===== config.mk =====
export PLATFORM = sky130hd
export DESIGN_NAME = disp_src_sel
export DESIGN_NICKNAME = d
export VERILOG_FILES = /design/src/rtl/disp_src_pkg.sv /design/src/rtl/disp_src_sel_tick_downcnt.sv /design/src/rtl/disp_src_sel.sv
export SDC_FILE = /design/constraint.sdc
export NUM_CORES = 1
export LEC_CHECK = 0
export CAP_MARGIN = 40
export CORE_MARGIN = 2
export CORE_UTILIZATION = 35
export CTS_BUF_LIST = sky130_fd_sc_hd__clkbuf_8
export DETAILED_ROUTE_END_ITERATION = 10
export PLACE_DENSITY = 0.85
export SLEW_MARGIN = 20
export SYNTH_ARGS = -nofsm -noshare
export SYNTH_HDL_FRONTEND = slang
export SYNTH_SLANG_ARGS = --single-unit

===== constraint.sdc =====
create_clock -name clk -period 1.6 [get_ports clk]
set_input_delay 0.48 -clock clk [delete_from_list [all_inputs] [get_ports clk]]
set_output_delay 0.48 -clock clk [all_outputs]
set_load 0.01 [all_outputs]

===== src/rtl/disp_src_pkg.sv =====
// Shared types and sizing helpers for the display-source selector.
package disp_src_pkg;

    typedef enum logic [1:0] {
        StShow  = 2'd0,
        StPend  = 2'd1,
        StBlank = 2'd2
    } disp_state_e;

    // Width of a channel index; never below one bit.
    function automatic int unsigned sel_w(input int unsigned nch);
        return (nch < 2) ? 1 : $clog2(nch);
    endfunction

    // Width able to hold the value n itself.
    function automatic int unsigned cnt_w(input int unsigned n);
        return (n < 2) ? 1 : $clog2(n + 1);
    endfunction

endpackage


===== src/rtl/disp_src_sel_tick_downcnt.sv =====
// Tick-driven down counter: loadable, decrements on tick, saturates at zero.
module tick_downcnt #(
    parameter int unsigned CW = 2
) (
    input  logic          clk,
    input  logic          rst,
    input  logic          i_load,
    input  logic [CW-1:0] i_load_val,
    input  logic          i_tick,
    output logic [CW-1:0] o_count,
    output logic          o_zero
);

    logic [CW-1:0] r_cnt;

    // Load has priority over the tick decrement.
    always_ff @(posedge clk or posedge rst) begin
        if (rst) begin
            r_cnt <= '0;
        end else if (i_load) begin
            r_cnt <= i_load_val;
        end else if (i_tick && (r_cnt != '0)) begin
            r_cnt <= r_cnt - CW'(1);
        end
    end

    assign o_count = r_cnt;
    assign o_zero  = (r_cnt == '0);

endmodule


===== src/rtl/disp_src_sel.sv =====
// N-channel display-source selector with frame-synchronous switching and blanking.
// Optional auto-scan enabled by defining DISP_AUTOSCAN_EN (adds the auto_en port).
module disp_src_sel
    import disp_src_pkg::*;
#(
    parameter int unsigned W           = 16,
    parameter int unsigned NCH         = 4,
    parameter int unsigned BLANK_TICKS = 2,
    parameter int unsigned SCAN_TICKS  = 500,
    parameter int unsigned SELW        = sel_w(NCH)
) (
    input  logic             clk,
    input  logic             rst,
    input  logic [NCH*W-1:0] ch_data,
    input  logic [NCH-1:0]   ch_valid,
    input  logic [SELW-1:0]  sel,
    input  logic             sel_load,
    input  logic             tick,
`ifdef DISP_AUTOSCAN_EN
    input  logic             auto_en,
`endif
    output logic [W-1:0]     d_out,
    output logic             d_valid,
    output logic [SELW-1:0]  cur_sel,
    output logic             blank
);

    localparam int unsigned BCW = cnt_w(BLANK_TICKS);
    localparam logic [SELW:0] NCH_L = (SELW + 1)'(NCH);

    disp_state_e     r_state, w_state_nxt;
    logic [SELW-1:0] r_pend, w_pend_nxt;
    logic [SELW-1:0] r_cur_sel, w_cur_nxt;
    logic [W-1:0]    r_d_out, w_d_nxt;
    logic            r_d_valid, w_v_nxt;
    logic            r_blank, w_blank_nxt;

    logic            w_ld_ok;
    logic [W-1:0]    w_cur_data;
    logic            w_cur_valid;
    logic            w_blank_load;
    logic            w_blank_last;
    logic [BCW-1:0]  w_blank_cnt;
    logic            w_blank_zero;

    assign w_ld_ok = sel_load && ({1'b0, sel} < NCH_L);

    // Mux out the currently selected channel.
    always_comb begin
        w_cur_data  = '0;
        w_cur_valid = 1'b0;
        for (int i = 0; i < int'(NCH); i++) begin
            if (SELW'(i) == r_cur_sel) begin
                w_cur_data  = ch_data[i*W +: W];
                w_cur_valid = ch_valid[i];
            end
        end
    end

    tick_downcnt #(
        .CW (BCW)
    ) u_blank_cnt (
        .clk        (clk),
        .rst        (rst),
        .i_load     (w_blank_load),
        .i_load_val (BCW'(BLANK_TICKS)),
        .i_tick     (tick && (r_state == StBlank)),
        .o_count    (w_blank_cnt),
        .o_zero     (w_blank_zero)
    );

    // The tick that brings the counter to zero ends blanking.
    assign w_blank_last = w_blank_zero || (w_blank_cnt == BCW'(1));

`ifdef DISP_AUTOSCAN_EN
    localparam int unsigned SCW = cnt_w(SCAN_TICKS);

    logic            w_scan_load;
    logic [SCW-1:0]  w_scan_val;
    logic            w_scan_dec;
    logic            w_scan_req;
    logic [SELW-1:0] w_scan_sel;
    logic [SCW-1:0]  w_scan_cnt;
    logic            w_scan_zero;

    // Counter holds ticks remaining; zero means cleared (no tick counted yet).
    always_comb begin
        w_scan_load = 1'b1;
        w_scan_val  = '0;
        w_scan_dec  = 1'b0;
        w_scan_req  = 1'b0;
        if ((r_state == StShow) && auto_en && !sel_load) begin
            w_scan_load = 1'b0;
            if (tick) begin
                if (w_scan_zero) begin
                    w_scan_load = 1'b1;
                    if (SCAN_TICKS <= 1) begin
                        w_scan_req = 1'b1;
                    end else begin
                        w_scan_val = SCW'(SCAN_TICKS - 1);
                    end
                end else if (w_scan_cnt == SCW'(1)) begin
                    w_scan_req  = 1'b1;
                    w_scan_load = 1'b1;
                end else begin
                    w_scan_dec = 1'b1;
                end
            end
        end
    end

    assign w_scan_sel = (r_cur_sel == SELW'(NCH - 1)) ? '0 : r_cur_sel + SELW'(1);

    tick_downcnt #(
        .CW (SCW)
    ) u_scan_cnt (
        .clk        (clk),
        .rst        (rst),
        .i_load     (w_scan_load),
        .i_load_val (w_scan_val),
        .i_tick     (w_scan_dec),
        .o_count    (w_scan_cnt),
        .o_zero     (w_scan_zero)
    );
`endif

    // Next-state and output logic.
    always_comb begin
        w_state_nxt  = r_state;
        w_pend_nxt   = r_pend;
        w_cur_nxt    = r_cur_sel;
        w_d_nxt      = r_d_out;
        w_v_nxt      = r_d_valid;
        w_blank_nxt  = r_blank;
        w_blank_load = 1'b0;
        case (r_state)
            StShow, StPend: begin
                if (w_cur_valid) begin
                    w_d_nxt = w_cur_data;
                end
                w_v_nxt = w_cur_valid;
                if (w_ld_ok) begin
                    // A load in the same cycle as a tick leaves that tick unused.
                    w_pend_nxt  = sel;
                    w_state_nxt = (sel == r_cur_sel) ? StShow : StPend;
                end else if ((r_state == StPend) && tick) begin
                    w_cur_nxt = r_pend;
                    w_d_nxt   = '0;
                    w_v_nxt   = 1'b0;
                    if (BLANK_TICKS == 0) begin
                        w_state_nxt = StShow;
                    end else begin
                        w_state_nxt  = StBlank;
                        w_blank_nxt  = 1'b1;
                        w_blank_load = 1'b1;
                    end
                end
`ifdef DISP_AUTOSCAN_EN
                else if ((r_state == StShow) && w_scan_req) begin
                    w_pend_nxt  = w_scan_sel;
                    w_state_nxt = StPend;
                end
`endif
            end
            StBlank: begin
                if (w_ld_ok) begin
                    w_pend_nxt = sel;
                end
                if (tick && w_blank_last) begin
                    w_blank_nxt = 1'b0;
                    w_state_nxt = (w_pend_nxt != r_cur_sel) ? StPend : StShow;
                end
            end
            default: begin
                w_state_nxt = StShow;
            end
        endcase
    end

    // State and output registers.
    always_ff @(posedge clk or posedge rst) begin
        if (rst) begin
            r_state   <= StShow;
            r_pend    <= '0;
            r_cur_sel <= '0;
            r_d_out   <= '0;
            r_d_valid <= 1'b0;
            r_blank   <= 1'b0;
        end else begin
            r_state   <= w_state_nxt;
            r_pend    <= w_pend_nxt;
            r_cur_sel <= w_cur_nxt;
            r_d_out   <= w_d_nxt;
            r_d_valid <= w_v_nxt;
            r_blank   <= w_blank_nxt;
        end
    end

    assign d_out   = r_d_out;
    assign d_valid = r_d_valid;
    assign cur_sel = r_cur_sel;
    assign blank   = r_blank;

endmodule


==> flow_summary.json <==
{
  "cp-start-kind": "flip-flop",
  "cts.sinks": 26,
  "synth_cells": 109,
  "hp-class": "flip-flop to flip-flop",
  "numCtsBuffers": 3,
  "synth.distinct_cells": 28,
  "viasPerCell": 5.20,
  "critPathKind": "flip-flop to flip-flop",
  "grt_overflow": 0,
  "core_um2": 4290,
  "arrival_ns": 1.90,
  "combinationalPowerShare": 0.609,
  "hold_viol": 0,
  "ant_nets": 0,
  "drt_pass1_iterations": 4,
  "path_clk_slew_ns": 0.10,
  "cts-root-buf": "clkbuf_8",
  "p_int_w": 0.00283,
  "place.gp.congestion": 0.777,
  "fin_crit_sh": 1.05,
  "status": "complete, but fails checks",
  "final_common_cell": "clkdlybuf4s50_1",
  "chipHeight_um": 70.3,
  "fp.dieW_um": 70.3,
  "grt_pass1_vias": 1589,
  "track_usage": 0.208,
  "drv_slew": 0,
  "relSlewSlack": 0.767,
  "rows": 24,
  "p_switching_w": 0.00155,
  "area_growth_pct": 75.0,
  "max_freq_mhz": 595,
  "diodes": 0,
  "pwr-share-clk": 0.127,
  "cts.hold.buffers_added": 0,
  "syn_nets": 185,
  "power_w": 0.00439,
  "violations": "setup timing",
  "power_frac_seq": 0.264,
  "worstPathRequired_ns": 1.82,
  "netlist_area_um2": 1540,
  "ys_ff_latch": 26,
  "nets": 294,
  "worstSetupEndpointType": "flip-flop",
  "dieArea_um2": 4940,
  "initial_core_util": 0.358,
  "p_per_area_nw_per_um2": 1630,
  "critical_path.max_fanout": 8,
  "cts_tree": "built",
  "leakage_nw": 1.18,
  "syn_area_per_cell_um2": 14.1,
  "drc": 0,
  "grt_max_degree": 27,
  "place_ws_ns": -0.434,
  "final_core_util": 0.626,
  "drt-initial-drc-count": 76,
  "post-dp-hpwl_um": 3860,
  "antenna_found_initial": 0,
  "drv_cap": 0,
  "setup_viol": 16,
  "rsz0062_at_grt": "yes",
  "clock_skew_ns": 0.00239,
  "tightestPinTransition_ns": 0.350,
  "clock_latency_ns": 0.27,
  "portBuffers": 93,
  "p_sw_frac": 0.354,
  "cts_htree_levels": 1,
  "seq_area_frac_synth": 0.423,
  "cts_buffer_depth": 2,
  "grt_pass1_wl_um": 7960,
  "worst_slack_ns": -0.0797,
  "ir_drop_mv": 0.816,
  "vias": 1399,
  "wl_per_cell_um": 18.3,
  "final_cell_mix": "68 x clkdlybuf4s50_1, 26 x dfrtp_1, 24 x dlygate4sd2_1, 17 x mux4_2, 16 x a22o_1",
  "ys_warn_count": 0,
  "drive_gt1_frac": 0.230,
  "wl_um": 4930,
  "fin_crit_ns": 1.68,
  "ios": 94
}
==> power by group through the flow <==
stage	Clock (W)	Sequential [W]	Combinational, W
global route	0.000597	0.00120	0.00287
CTS	0.000563	0.00115	0.00285
global placement	0	0.00118	0.00260
floorplan	0	0.00127	0.00157
detailed placement	0	0.00119	0.00267
finish	0.000557	0.00116	0.00267
==> cell families (layout without fill, tap and decap cells) <==
group,count (synthesis),after routing,share of synthesized area
AO/OA/AOI/OAI,29,29,0.150
XOR/XNOR,5,5,0.0285
adder cells (fa/ha/maj),2,2,0.0163
buffers and inverters,13,121,0.0480
flip-flops,26,26,0.423
multiplexers,23,23,0.292
AND/OR/NAND/NOR,11,11,0.0424
==> Yosys cell counts <==
master     n  area share
mux2i_1    2       0.013
buf_1      1      0.0024
or3_1      1      0.0041
o32ai_1    1      0.0057
a21oi_4    1       0.011
buf_4      2      0.0098
buf_6      2       0.015
nor2_1     3      0.0073
a21oi_1    4       0.013
o211ai_1   1      0.0049
clkbuf_1   1      0.0024
xnor2_1    5       0.029
o21a_1     1      0.0049
a21o_1     1      0.0049
nand2_1    3      0.0073
a22o_1    16       0.091
a31oi_1    2      0.0081
nand2b_1   1      0.0041
nor3_2     1      0.0065
ha_1       2       0.016
nor2b_4    1      0.0090
mux2_2     4       0.029
o21ai_0    2      0.0065
mux4_2    17        0.25
dfrtp_1   26        0.42
and2_1     1      0.0041
inv_1      5       0.012
buf_2      2      0.0065
==> metal layers <==
layer | share of wire | wire length [um] | up-vias | track usage
li1 | - | - | 644 | -
met1 | 0.40 | 1990 | 699 | 0.255
met2 | 0.53 | 2610 | 40 | 0.355
met3 | 0.030 | 149 | 16 | 0.0390
met4 | 0.035 | 174 | 0 | 0.0876
met5 | 0 | 0 | - | 0
==> cell type report <==
cell class                 count  area, um2
multi-input combinational     70        817
sequential                    26        651
timing repair buffer         112       1070
inverter                       5       18.8
clock buffer                   3       41.3
fill                         346       1610
tap                           52       65.1
clock inverter                 1       30.0
==> final timing paths <==
path / start / to / slack, ns / cells after the start
worst min register to register: d_valid / d_valid / 0.51 / 1
worst max register to register: cur_sel[0] / d_out[13] / -0.08 / 6
max in group asynchronous: rst / d_out[6] / 0.78 / 3
worst min-delay path: d_valid / d_valid / 0.51 / 1
worst max-delay path: cur_sel[0] / d_out[13] / -0.08 / 6
min in group asynchronous: rst / d_out[12] / 0.56 / 3
==> worst max-delay path, stage by stage, from the launching register on <==
cell and delay, ns:
dfrtp_1 0.37, buf_6 0.11, mux4_2 0.52, nor2b_4 0.16, a21oi_4 0.16, buf_6 0.16
a22o_1 0.15
==> registers in the layout (all words and copies together), names as in the netlist <==
register             cells
blank                    1
cur_sel                  2
d_out                   16
d_valid                  1
r_pend                   2
r_state                  2
u_blank_cnt.o_count      2
==> through the flow <==
stage | hold slack, ns | setup TNS [ns] | std cells | instance area, um2
global route | 0.527 | -1.82 | 269 | 2690
finish | 0.505 | -0.834 | 269 | 2690
CTS | 0.507 | -1.66 | 271 | 2730
global placement | 0.462 | -8.45 | 260 | 2600
floorplan | 0.478 | -0.374 | 109 | 1550
detailed placement | 0.465 | -8.95 | 260 | 2600
==> timing repair <==
item	CTS	global route
cloned	1	0
gates resized for setup	29	4
setup endpoints to repair	38	19
buffers inserted	6	0
pin swaps	15	4
No activity file was read; power rests on OpenSTA's default activity.
